==> src/rtl/spi_master_pkg.sv <==
// spi_master_pkg: shared types for the SPI master core.
//   state_t    - FSM state encoding
//   spi_mode_t - per-transfer mode bits latched at accept
package spi_master_pkg;

  typedef enum logic [1:0] {
    IDLE  = 2'd0,
    SETUP = 2'd1,
    XFER  = 2'd2,
    HOLD  = 2'd3
  } state_t;

  typedef struct packed {
    logic cpol;
    logic cpha;
    logic lsb_first;
  } spi_mode_t;

endpackage

==> src/rtl/spi_master_if.sv <==
// spi_master_if: handshake, configuration and SPI pin bundle of spi_master_core.
//   master modport - seen by the core (drives tx_ready, rx_*, busy, sclk, mosi, cs_n)
//   slave modport  - seen by the user logic / pin mapping (drives tx_*, config, miso)
interface spi_master_if #(
  parameter int DATA_W = 8,
  parameter int DIV_W  = 8,
  parameter int NUM_CS = 2
);
  localparam int CS_W = (NUM_CS > 1) ? $clog2(NUM_CS) : 1;

  logic [DATA_W-1:0] tx_data;
  logic              tx_valid;
  logic              tx_ready;
  logic              cpol;
  logic              cpha;
  logic              lsb_first;
  logic [CS_W-1:0]   cs_sel;
  logic [DIV_W-1:0]  clk_div;
  logic [DATA_W-1:0] rx_data;
  logic              rx_valid;
  logic              busy;
  logic              sclk;
  logic              mosi;
  logic              miso;
  logic [NUM_CS-1:0] cs_n;

  modport master (
    input  tx_data, tx_valid, cpol, cpha, lsb_first, cs_sel, clk_div, miso,
    output tx_ready, rx_data, rx_valid, busy, sclk, mosi, cs_n
  );

  modport slave (
    output tx_data, tx_valid, cpol, cpha, lsb_first, cs_sel, clk_div, miso,
    input  tx_ready, rx_data, rx_valid, busy, sclk, mosi, cs_n
  );
endinterface

==> src/rtl/spi_master_core_clk_gen.sv <==
// spi_clk_gen: half-period timer for the SPI master.
//   clk, rst_n - system clock, synchronous active-low reset
//   i_en       - run the timer; while low the counter is held at i_div
//   i_div      - half-period minus one (H-1)
//   o_tick     - one-cycle pulse at the end of every H-cycle phase
module spi_clk_gen #(
  parameter int DIV_W = 8
) (
  input  logic             clk,
  input  logic             rst_n,
  input  logic             i_en,
  input  logic [DIV_W-1:0] i_div,
  output logic             o_tick
);
  logic [DIV_W-1:0] r_cnt;

  always_ff @(posedge clk) begin
    if (!rst_n) begin
      r_cnt <= '0;
    end else if (!i_en || (r_cnt == '0)) begin
      r_cnt <= i_div;
    end else begin
      r_cnt <= r_cnt - DIV_W'(1);
    end
  end

  assign o_tick = i_en && (r_cnt == '0);
endmodule

==> src/rtl/spi_master_core.sv <==
// spi_master_core: parametrised SPI master, one word per ready/valid transfer.
//   clk, rst_n - system clock, synchronous active-low reset
//   bus        - spi_master_if.master: tx handshake, per-transfer config,
//                rx word/pulse, busy, and the sclk/mosi/miso/cs_n pins
//
// state | meaning
// IDLE  | tx_ready high, sclk follows cpol, waiting for tx_valid
// SETUP | cs asserted, one half-period before the first sclk edge
// XFER  | 2*DATA_W sclk edges, one per half-period
// HOLD  | one half-period with sclk idle and cs still asserted
module spi_master_core
  import spi_master_pkg::*;
#(
  parameter int DATA_W = 8,
  parameter int DIV_W  = 8,
  parameter int NUM_CS = 2
) (
  input logic          clk,
  input logic          rst_n,
  spi_master_if.master bus
);
  localparam int EDGE_W = $clog2(2 * DATA_W + 1);
  localparam logic [EDGE_W-1:0] LAST_EDGE = EDGE_W'(2 * DATA_W - 1);

  state_t            r_state;
  spi_mode_t         r_mode;
  logic [DIV_W-1:0]  r_div;
  logic [EDGE_W-1:0] r_edge;
  logic [DATA_W-1:0] r_tx;
  logic [DATA_W-1:0] r_rx;
  logic [DATA_W-1:0] r_rx_data;
  logic              r_rx_valid;
  logic              r_busy;
  logic              r_sclk;
  logic              r_mosi;
  logic [NUM_CS-1:0] r_cs_n;

  logic              w_tick;
  logic [DIV_W-1:0]  w_div;
  logic [NUM_CS-1:0] w_cs_dec;
  logic              w_lead;
  logic              w_sample;
  logic              w_shift;
  logic              w_tx_bit;
  logic [DATA_W-1:0] w_tx_next;
  logic [DATA_W-1:0] w_rx_next;

  // In IDLE the timer preloads from the live input so SETUP starts with
  // the divider captured on the accept edge.
  assign w_div = (r_state == IDLE) ? bus.clk_div : r_div;

  spi_clk_gen #(.DIV_W(DIV_W)) u_clk_gen (
    .clk    (clk),
    .rst_n  (rst_n),
    .i_en   (r_state != IDLE),
    .i_div  (w_div),
    .o_tick (w_tick)
  );

  // Out-of-range cs_sel leaves every select deasserted.
  always_comb begin
    w_cs_dec = '1;
    for (int i = 0; i < NUM_CS; i++) begin
      if (int'(bus.cs_sel) == i) w_cs_dec[i] = 1'b0;
    end
  end

  // r_edge counts edges already made, so even values mean the next edge leads.
  assign w_lead    = ~r_edge[0];
  assign w_sample  = r_mode.cpha ? ~w_lead : w_lead;
  assign w_shift   = r_mode.cpha ? w_lead : (~w_lead && (r_edge != LAST_EDGE));
  assign w_tx_bit  = r_mode.lsb_first ? r_tx[0] : r_tx[DATA_W-1];
  assign w_tx_next = r_mode.lsb_first ? (r_tx >> 1) : (r_tx << 1);
  assign w_rx_next = r_mode.lsb_first ? {bus.miso, r_rx[DATA_W-1:1]}
                                      : {r_rx[DATA_W-2:0], bus.miso};

  always_ff @(posedge clk) begin
    if (!rst_n) begin
      r_state    <= IDLE;
      r_mode     <= '0;
      r_div      <= '0;
      r_edge     <= '0;
      r_tx       <= '0;
      r_rx       <= '0;
      r_rx_data  <= '0;
      r_rx_valid <= 1'b0;
      r_busy     <= 1'b0;
      r_sclk     <= 1'b0;
      r_mosi     <= 1'b0;
      r_cs_n     <= '1;
    end else begin
      r_rx_valid <= 1'b0;
      case (r_state)
        IDLE: begin
          r_sclk <= bus.cpol;
          if (bus.tx_valid) begin
            r_mode.cpol      <= bus.cpol;
            r_mode.cpha      <= bus.cpha;
            r_mode.lsb_first <= bus.lsb_first;
            r_div            <= bus.clk_div;
            r_cs_n           <= w_cs_dec;
            r_edge           <= '0;
            r_busy           <= 1'b1;
            // CPHA=0 presents the first bit now; CPHA=1 waits for the first leading edge.
            if (bus.cpha) begin
              r_tx   <= bus.tx_data;
              r_mosi <= 1'b0;
            end else begin
              r_mosi <= bus.lsb_first ? bus.tx_data[0] : bus.tx_data[DATA_W-1];
              r_tx   <= bus.lsb_first ? (bus.tx_data >> 1) : (bus.tx_data << 1);
            end
            r_state <= SETUP;
          end
        end
        SETUP: begin
          if (w_tick) r_state <= XFER;
        end
        XFER: begin
          if (w_tick) begin
            r_sclk <= ~r_sclk;
            r_edge <= r_edge + EDGE_W'(1);
            if (w_sample) r_rx <= w_rx_next;
            if (w_shift) begin
              r_mosi <= w_tx_bit;
              r_tx   <= w_tx_next;
            end
            if (r_edge == LAST_EDGE) r_state <= HOLD;
          end
        end
        HOLD: begin
          if (w_tick) begin
            r_state    <= IDLE;
            r_cs_n     <= '1;
            r_mosi     <= 1'b0;
            r_sclk     <= r_mode.cpol;
            r_rx_data  <= r_rx;
            r_rx_valid <= 1'b1;
            r_busy     <= 1'b0;
          end
        end
        default: r_state <= IDLE;
      endcase
    end
  end

  assign bus.tx_ready = (r_state == IDLE);
  assign bus.rx_data  = r_rx_data;
  assign bus.rx_valid = r_rx_valid;
  assign bus.busy     = r_busy;
  assign bus.sclk     = r_sclk;
  assign bus.mosi     = r_mosi;
  assign bus.cs_n     = r_cs_n;
endmodule

==> src/flat_wrapper.sv <==
// flat-port wrapper written by rule: the top's interface ports become plain ports
module spi_master_core_flat import spi_master_pkg::*;
#(
  parameter int DATA_W = 8,
  parameter int DIV_W  = 8,
  parameter int NUM_CS = 2
)
  (clk, rst_n, bus_tx_data, bus_tx_valid, bus_cpol, bus_cpha, bus_lsb_first, bus_cs_sel, bus_clk_div, bus_miso, bus_tx_ready, bus_rx_data, bus_rx_valid, bus_busy, bus_sclk, bus_mosi, bus_cs_n);
  spi_master_if #(.DATA_W(DATA_W), .DIV_W(DIV_W), .NUM_CS(NUM_CS)) bus_i ();
  input logic clk;
  input logic rst_n;
  input wire logic [$bits(bus_i.tx_data)-1:0] bus_tx_data;
  input wire logic [$bits(bus_i.tx_valid)-1:0] bus_tx_valid;
  input wire logic [$bits(bus_i.cpol)-1:0] bus_cpol;
  input wire logic [$bits(bus_i.cpha)-1:0] bus_cpha;
  input wire logic [$bits(bus_i.lsb_first)-1:0] bus_lsb_first;
  input wire logic [$bits(bus_i.cs_sel)-1:0] bus_cs_sel;
  input wire logic [$bits(bus_i.clk_div)-1:0] bus_clk_div;
  input wire logic [$bits(bus_i.miso)-1:0] bus_miso;
  output wire logic [$bits(bus_i.tx_ready)-1:0] bus_tx_ready;
  output wire logic [$bits(bus_i.rx_data)-1:0] bus_rx_data;
  output wire logic [$bits(bus_i.rx_valid)-1:0] bus_rx_valid;
  output wire logic [$bits(bus_i.busy)-1:0] bus_busy;
  output wire logic [$bits(bus_i.sclk)-1:0] bus_sclk;
  output wire logic [$bits(bus_i.mosi)-1:0] bus_mosi;
  output wire logic [$bits(bus_i.cs_n)-1:0] bus_cs_n;
  assign bus_i.tx_data = bus_tx_data;
  assign bus_i.tx_valid = bus_tx_valid;
  assign bus_i.cpol = bus_cpol;
  assign bus_i.cpha = bus_cpha;
  assign bus_i.lsb_first = bus_lsb_first;
  assign bus_i.cs_sel = bus_cs_sel;
  assign bus_i.clk_div = bus_clk_div;
  assign bus_i.miso = bus_miso;
  assign bus_tx_ready = bus_i.tx_ready;
  assign bus_rx_data = bus_i.rx_data;
  assign bus_rx_valid = bus_i.rx_valid;
  assign bus_busy = bus_i.busy;
  assign bus_sclk = bus_i.sclk;
  assign bus_mosi = bus_i.mosi;
  assign bus_cs_n = bus_i.cs_n;
  spi_master_core #(.DATA_W(DATA_W), .DIV_W(DIV_W), .NUM_CS(NUM_CS)) u_core (.clk(clk), .rst_n(rst_n), .bus(bus_i));
endmodule
==> config.mk <==
export PLATFORM = sky130hd
export DESIGN_NAME = spi_master_core_flat
export DESIGN_NICKNAME = d
export VERILOG_FILES = /design/src/rtl/spi_master_pkg.sv /design/src/rtl/spi_master_if.sv /design/src/rtl/spi_master_core_clk_gen.sv /design/src/rtl/spi_master_core.sv /design/src/flat_wrapper.sv
export SDC_FILE = /design/constraint.sdc
export NUM_CORES = 1
export LEC_CHECK = 0
export ABC_AREA = 1
export CELL_PAD_IN_SITES_DETAIL_PLACEMENT = 0
export CELL_PAD_IN_SITES_GLOBAL_PLACEMENT = 1
export CORE_MARGIN = 2
export CORE_UTILIZATION = 30
export DETAILED_ROUTE_END_ITERATION = 7
export PLACE_DENSITY = 0.61
export SYNTH_ARGS = -nofsm -noshare
export SYNTH_HDL_FRONTEND = slang
export SYNTH_SLANG_ARGS = --single-unit
==> constraint.sdc <==
create_clock -name clk -period 3.5 [get_ports clk]
set_input_delay 0.525 -clock clk [delete_from_list [all_inputs] [get_ports clk]]
set_output_delay 0.525 -clock clk [all_outputs]
set_load 0.01 [all_outputs]
* Word level (Yosys, flattened, before mapping)
Index checks and enable logic that the tools add are counted.
** Storage, ports and cells
- Register bits :: 56
- Bits of input ports :: 24
- Output and inout bits :: 15
- Logic and storage cells :: 90
** Operators by class
- Add/sub/neg operators :: 2
- Eq/ne operators :: 11
- Muxes and demuxes :: 40
- Bitwise gates (word level) :: 2
- Reduce and logical (&&, ||, !) cells :: 20
** Operators with widths (number)
- $mux W8 :: 9
- $pmux W8 S2 :: 1
- $mux W1 :: 15
- $mux W2 :: 7
- $reduce_and A3 Y1 :: 4
- $mux W5 :: 2
- $pmux W5 S2 :: 1
- $reduce_and A5 Y1 :: 2
- $logic_not A8 Y1 :: 1
- $ne A2 B2 Y1 const B :: 4
- $pmux W2 S4 :: 1
- $sub A8 B1 Y8 const B :: 1
- $pmux W1 S3 :: 2
- $reduce_and A2 Y1 :: 3
- $reduce_bool A2 Y1 :: 3
- $add A5 B1 Y5 const B :: 1
- $eq A5 B4 Y1 const B :: 1
- $ne A5 B4 Y1 const B :: 1
- $eq A2 B2 Y1 const B :: 2
- $ne A2 B1 Y1 const B :: 2
- $pmux W2 S2 :: 1
- $reduce_and A4 Y1 :: 1
- $reduce_bool A3 Y1 :: 1
- $eq A2 B1 Y1 const B :: 1
- 6 further kinds :: 8

* Logic depth before layout (Yosys ltp)
Gate-level depths: netlist of run 1.
- Depth in word-level cells :: 6
- Depth in mapped cells :: 11
- Gate-level depth less buffers :: 10

* Cells and area by module
From an unflattened synthesis of run 1, not the netlist that was laid out.
** Second synthesis, totals
- Cell total of the unflattened synthesis :: 493
- Area total of the unflattened synthesis :: 3080.5 µm²
** By module, submodules not included
- spi_master_core :: instances 1, cells an instance 403, area each 2543.7 µm², sequential area each 960.9 µm²
- spi_clk_gen :: instances 1, cells an instance 90, area each 536.8 µm², sequential area each 160.2 µm²

* Worst setup path before layout of run 1
Ideal clock, no wire load.
- Path type :: reg-to-reg
- From :: register u_core.r_state[0]
- To :: register u_core.r_state[0]
- Setup time :: 113 ps
- Arrival time :: 1509 ps
- Required time :: 3387 ps
- Slack :: 1879 ps
- Stages on the path, launching flop included :: 10
- Buffers on the path :: 0
- Clock period less this slack :: 1621 ps
- Path through :: dfxtp_1 -> inv_1 -> ha_1 -> nor2_1 -> inv_1 -> or2_2 -> a21oi_2 -> nand2_1 -> nand2_1 -> nor2_1
** On the way
- Longest elaborated chain between the ends :: 4
- Elaborated cells on any way between the ends :: 13
- Those cells by class :: eq/ne (8); mux (1); reduce/logical (4)
** RTL lines
- start: declaration :: line spi_master_core.sv:25 : state_t r_state;
- start signal: assignment :: line spi_master_core.sv:79 : r_state <= IDLE;
- start signal: assignment :: line spi_master_core.sv:112 : r_state <= SETUP;
- start signal: assignment :: line spi_master_core.sv:116 : if (w_tick) r_state <= XFER;
- $reduce_bool A2 Y1 :: line spi_master_core.sv:55 : .i_en (r_state != IDLE),
- $logic_and A1 B1 Y1 :: line spi_master_core_clk_gen.sv:27 : assign o_tick = i_en && (r_cnt == '0);
- $ne A2 B2 Y1 (no line)
- $reduce_and A5 Y1 (no line)
Parallel ways exist; a longest one is shown, timed or not.
A chain may end at the register's enable or synchronous reset.

* Worst setup path in the final report of run 1
- From :: register u_core.r_state[1]
- To :: output port bus_tx_ready
** On the way
- Longest elaborated chain between the ends :: 1
** RTL lines
- $logic_not A2 Y1 :: line spi_master_core.sv:146 : assign bus.tx_ready = (r_state == IDLE);
- end: declaration :: line flat_wrapper.sv:20 : output wire logic [$bits(bus_i.tx_ready)-1:0] bus_tx_ready;
Every way passes these cells.

==> out/results.ini, run 1 <==
[run_status]
status=finished, final reports clean

[power_and_ir_drop]
p_per_area_nw_per_um2=753
leakagePower_nw=1.38
p_total_mw=2.65
vdd_drop_max_mv=0.372

[finish]
num-fill-cells=1093
final_nets=488
final_util_pct=36.5
area_delta_synth_final_pct=19.7
drive_gt1_share_pct=5.03
layoutNonFillerInstCount=590
fin_area_um2=3520
diodes=0

[route]
first_pass_iters=4
wl_per_cell_um=12.1
drt-initial-drc-count=96
vias=2715
routed_via_density=4.60
finalWirelength_mm=7.15
drc=0
detail-route-antenna-nets=0

[clock_tree]
hold_buffers=0
clock-sinks=56
post_cts_buffers=0
cts_htree_levels=2
root_buffer=clkbuf_8
cts_buffers=5
cts_resized=0
cts_buffer_depth=2
clock_latency_ns=0.32
cts_tree=built
clkSlewWorstSetupHoldPaths_ns=0.11

[grt]
grt_pass1_wl_mm=12.1
antenna_found_initial=0
grt_overflow=0
grt_usage_pct=14.3
grt_pass1_vias=2546
grt_start_max_net_pins=46

[sta]
fin_worst_skew_ns=0.00788
setup_violations=0
max_slew_margin_pct=57.7
worst_pin_slew_ns=0.635
grt_setup_unrepaired=false
period_share_pct=72.8
hold_viol=0
fmax_mhz=393
finalCriticalPeriod_ns=2.55
setup_ws_ns=0.953
slew_viol_final=0
whs_ns=0.450
fin_setup_tns_ns=0

[synthesis]
netlist_area_um2=2940
ys_ff_latch=56
netlist_top_cells_area=dfxtp_1 (38%), a21oi_1 (12%), o21ai_0 (8.2%)
syn_inst=427
syn_nets=459
ys_seq_area_share_pct=38.1
yosys.area.top_type=dfxtp_1
avgSynthCellArea_um2=6.89
synth_cell_type_count=30
yosys_warnings=0
yosysTopAreaCellShare_pct=38.1

[floorplan]
fp.dieH_um=103
core_um2=9640
floorplan.rows=36
initial_core_util_pct=30.5
die_area_um2=10600
chipWidth_um=103
ios=39

[setup_path]
rr_endpoint=u_core.r_tx[2]
setup.worst_path.end_class=output port
critPathLaunch=u_core.r_state[1]
crit_arrival_ns=2.02
crit_type=reg2out
crit_required_ns=2.97
reg2reg_depth=10
crit_fanout=15
cp-start-kind=register
critical_path.endpoint=bus_tx_ready
reg2reg_from=u_core.r_state[1]
r2r_setup_slack_ns=1.29

[placed_design]
placed_cell_area_um2=3410
post-place-ws_ns=1.26
gp_congestion=0.725
dp.cells=582
portBuffers=38
dpl.hpwl_mm=4.97

[flow_run]
cap_violations=0

[hold_path]
min_path_type=reg2reg

-- cells in the mapped netlist --
library cell,instances
a21oi_1,70
inv_1,62
nand2_1,60
dfxtp_1,56
o21ai_0,48
nor2_1,46
nand3_1,25
clkbuf_1,11
ha_1,8
o22ai_1,7
a31oi_1,3
buf_2,3
buf_6,3
xor2_1,3
nand2_2,2
nand3_4,2
nand4_1,2
nor2_2,2
o211ai_1,2
or2_2,2
a21oi_2,1
buf_1,1
inv_2,1
nand2_4,1
nand4_4,1
nor2_8,1
nor3_1,1
o21a_1,1
o21ai_1,1
o21bai_1,1
-- placed cells by master (no fill, tap or decap), types with 2 or more instances in the layout --
cell type and n:
a21oi_1 70, a31oi_1 3, buf_4 2, clkbuf_8 5, clkdlybuf4s50_1 38, dfxtp_1 56, ha_1 8, inv_1 62
nand2_1 60, nand2_2 2, nand3_1 25, nand3_4 2, nand4_1 2, nor2_1 46, nor2_2 2, o211ai_1 2
o21ai_0 48, o22ai_1 7, or2_2 2, xor2_1 3
-- worst max-delay path: stages, from the launching register on --
cell             delay, ns
dfxtp_1               0.37
inv_1                 0.11
ha_1                  0.57
clkdlybuf4s50_1       0.66
-- state kept, by name (all words and copies together), names as in the netlist --
signal,cells
u_core.bus.busy,1
u_core.bus.cs_n,2
u_core.bus.mosi,1
u_core.bus.rx_data,8
u_core.bus.rx_valid,1
u_core.bus.sclk,1
u_core.r_div,8
u_core.r_edge,5
u_core.r_mode,3
u_core.r_rx,8
u_core.r_state,2
u_core.r_tx,8
u_core.u_clk_gen.r_cnt,8
-- cell type report --
| cell class | count | area, µm² | share of cell area (%) |
|---|---|---|---|
| Clock buffer | 5 | 68.8 | 1.96 |
| Clock inverter | 3 | 42.5 | 1.21 |
| Multi-Input combinational cell | 290 | 1490 | 42.3 |
| Tap cell | 133 | 166 | 4.73 |
| Timing Repair Buffer | 40 | 395 | 11.2 |
| Inverter | 63 | 236 | 6.72 |
| Sequential cell | 56 | 1120 | 31.9 |
-- how the worst min path moves through the flow --
stage | startpoint | to | cells after the start
6_report | u_core.bus.rx_data[6] | u_core.bus.rx_data[6] | 2
3_5_place_dp | u_core.bus.rx_data[6] | u_core.bus.rx_data[6] | 2
5_1_grt | u_core.r_div[1] | u_core.r_div[1] | 2
3_3_place_gp | u_core.r_div[2] | u_core.r_div[2] | 2
2_1_floorplan | u_core.r_div[2] | u_core.r_div[2] | 2
4_1_cts | u_core.bus.rx_data[6] | u_core.bus.rx_data[6] | 2
-- report_power, final --
| part | internal [mW] | switching (mW) |
|---|---|---|
| registers | 0.798 | 0.0997 |
| logic | 0.471 | 0.844 |
| clock network | 0.212 | 0.226 |
| total | 1.48 | 1.17 |
-- layer usage --
metal | vias to the layer above | wire length [µm] | global-route usage, %
li1 | 1449 | - | -
met1 | 1224 | 3640 | 19.8
met2 | 32 | 3210 | 22.9
met3 | 10 | 200 | 2.78
met4 | 0 | 93 | 3.74
met5 | - | 0 | 0
-- kinds of logic (layout without fill, tap and decap cells) --
logic type      Yosys count  count (layout)  synth area share (%)
fa+ha+maj                 8               8                  3.40
xor+xnor                  3               3                 0.894
compound gates          134             134                  23.7
buf+inv                  81             111                  11.2
simple gates            145             145                  22.6
flops                    56              56                  38.1
No activity file was read; power rests on OpenSTA's default activity.
==> run 2, diff against run 1 <==
--- a/config.mk
+++ b/config.mk
@@ -11,7 +11,7 @@
 export CORE_MARGIN = 2
 export CORE_UTILIZATION = 30
 export DETAILED_ROUTE_END_ITERATION = 7
-export PLACE_DENSITY = 0.61
+export PLACE_DENSITY = 0.64
 export SYNTH_ARGS = -nofsm -noshare
 export SYNTH_HDL_FRONTEND = slang
 export SYNTH_SLANG_ARGS = --single-unit
==> constraint.sdc (replaced) <==
create_clock -name clk -period 2.1 [get_ports clk]
set_input_delay 0.315 -clock clk [delete_from_list [all_inputs] [get_ports clk]]
set_output_delay 0.315 -clock clk [all_outputs]
set_load 0.01 [all_outputs]
==> out/results.ini, run 2 (synthesis results as in run 1) <==
[setup_path]
reg2reg_depth=9
worstPathCellList=inv_1 > ha_2 > clkdlybuf4s50_1
cp_num_cells=3
cp_top_family=buffers and inverters
critPathBufInv=2
r2r_setup_slack_ns=0.25
rr_endpoint=u_core.r_tx[6]
cp_slowest_cell=clkdlybuf4s50_1
critPathLaunch=u_core.r_state[1]
crit_fanout=8
crit_arrival_ns=1.65
reg2reg_from=u_core.r_state[0]
crit_required_ns=1.78
crit_path_max_incr_delay_ns=0.57
critical_path.endpoint=bus_tx_ready
crit_type=reg2out
setup.worst_path.end_class=output port
cp-start-kind=register

[finish]
layoutNonFillerInstCount=600
area_delta_synth_final_pct=21.8
drive_gt1_share_pct=7.28
diodes=0
final_nets=498
final_cell_mix=a21oi_1 (70), inv_1 (62), nand2_1 (60)
layout_commonest_cell=a21oi_1
num-fill-cells=1079

[sta]
hold_viol=0
worst_pin_slew_ns=0.520
fmax_mhz=509
slew_viol_final=0
max_slew_margin_pct=65.2
finalCriticalPeriod_ns=1.96
setup_violations=0
period_share_pct=93.6
grt_setup_unrepaired=false
fin_worst_skew_ns=0.00981
fin_setup_tns_ns=0

[flow_run]
cap_violations=0

[route]
wl_per_cell_um=12.3
first_pass_iters=4
vias=2748
routed_via_density=4.58
drt-initial-drc-count=85
drc=0
finalWirelength_mm=7.36
detail-route-antenna-nets=0

[power_and_ir_drop]
p_int_mw=2.47
leakagePower_nw=1.42
p_seq_share_pct=33.2
p_total_mw=4.47
p_per_area_nw_per_um2=1250
p_switching_mw=2.00
swShare_pct=44.7
vdd_drop_max_mv=0.429
pwr-share-clk_pct=14.7
comb_power_share_pct=52.1

[clock_tree]
cts_buffers=5
clkSlewWorstSetupHoldPaths_ns=0.12
cts_tree=built
clock-sinks=56
cts_htree_levels=2
root_buffer=clkbuf_8
cts_buffer_depth=2
clock_latency_ns=0.32

[placed_design]
gp_congestion=0.784
portBuffers=38
dpl.hpwl_mm=5.30
dp.cells=592

[grt]
grt_start_max_net_pins=23
antenna_found_initial=0
grt_overflow=0
grt_usage_pct=14.5
grt_pass1_vias=2549
grt_pass1_wl_mm=12.3

[floorplan]
ios=39
initial_core_util_pct=30.5
chipWidth_um=103
core_um2=9640
fp.dieH_um=103
die_area_um2=10600
floorplan.rows=36

[run_status]
status=finished, final reports clean

[hold_path]
min_from=u_core.bus.rx_data[1]
min_path_type=reg2reg

run 2: worst min-delay path by stage:
| stage | slack (ns) | cells past startpoint | to |
|---|---|---|---|
| 2_1_floorplan | 0.42 | 2 | u_core.r_div[2] |
| 3_3_place_gp | 0.43 | 2 | u_core.bus.rx_data[1] |
| 3_5_place_dp | 0.44 | 2 | u_core.bus.rx_data[0] |
| 4_1_cts | 0.45 | 2 | u_core.bus.rx_data[0] |
| 5_1_grt | 0.48 | 2 | u_core.bus.rx_data[0] |
| 6_report | 0.45 | 2 | u_core.bus.rx_data[1] |
run 2: repair_timing:
item                       4_1_cts  5_1_grt
buffers inserted                 0        0
setup endpoints to repair        0        1
hold buffers                     0        0
resized for setup                0        1
run 2: metal layers:
layer | wire length, µm | GRT usage, % | up-vias | share of wire [%]
li1 | - | - | 1472 | -
met3 | 201 | 2.37 | 5 | 2.7
met1 | 3740 | 19.6 | 1241 | 51
met5 | 0 | 0 | - | 0
met4 | 57 | 3.34 | 0 | 0.77
met2 | 3370 | 24.1 | 30 | 46
run 2: worst register-to-register path, delay by kind of cell, from the launching register on:
kind | cells | cell delay, ns
flip-flops | 1 | 0.41
AND/OR/NAND/NOR | 5 | 0.62
buffers and inverters | 3 | 0.46
adder cells (fa/ha/maj) | 1 | 0.26
run 2: power by group through the flow:
stage,clock network [mW],logic (mW),registers (mW)
after floorplan,0,1.69,1.50
after CTS,0.686,2.35,1.48
after detailed placement,0,2.34,1.51
final,0.658,2.33,1.48
after global placement,0,2.33,1.50
after global routing,0.712,2.66,1.51
run 2: area by class of cell:
type	count	area (µm²)	area share (%)
well taps	133	166	4.65
clock buffers	5	68.8	1.92
inverters	63	236	6.60
clock inverters	3	27.5	0.768
flip-flops and latches	56	1120	31.3
multi-input cells	290	1490	41.6
repair buffers	50	470	13.1
run 2: through the flow:
step	setup WS (ns)	util, %	instance area (µm²)	hold slack, ns
after floorplan	0.479	-	2940	0.424
after global placement	0.272	36.1	3480	0.433
after detailed placement	0.278	36.1	3480	0.437
after CTS	0.0315	37.1	3580	0.454
after global routing	0.0611	37.2	3580	0.477
final	0.135	37.2	3580	0.451
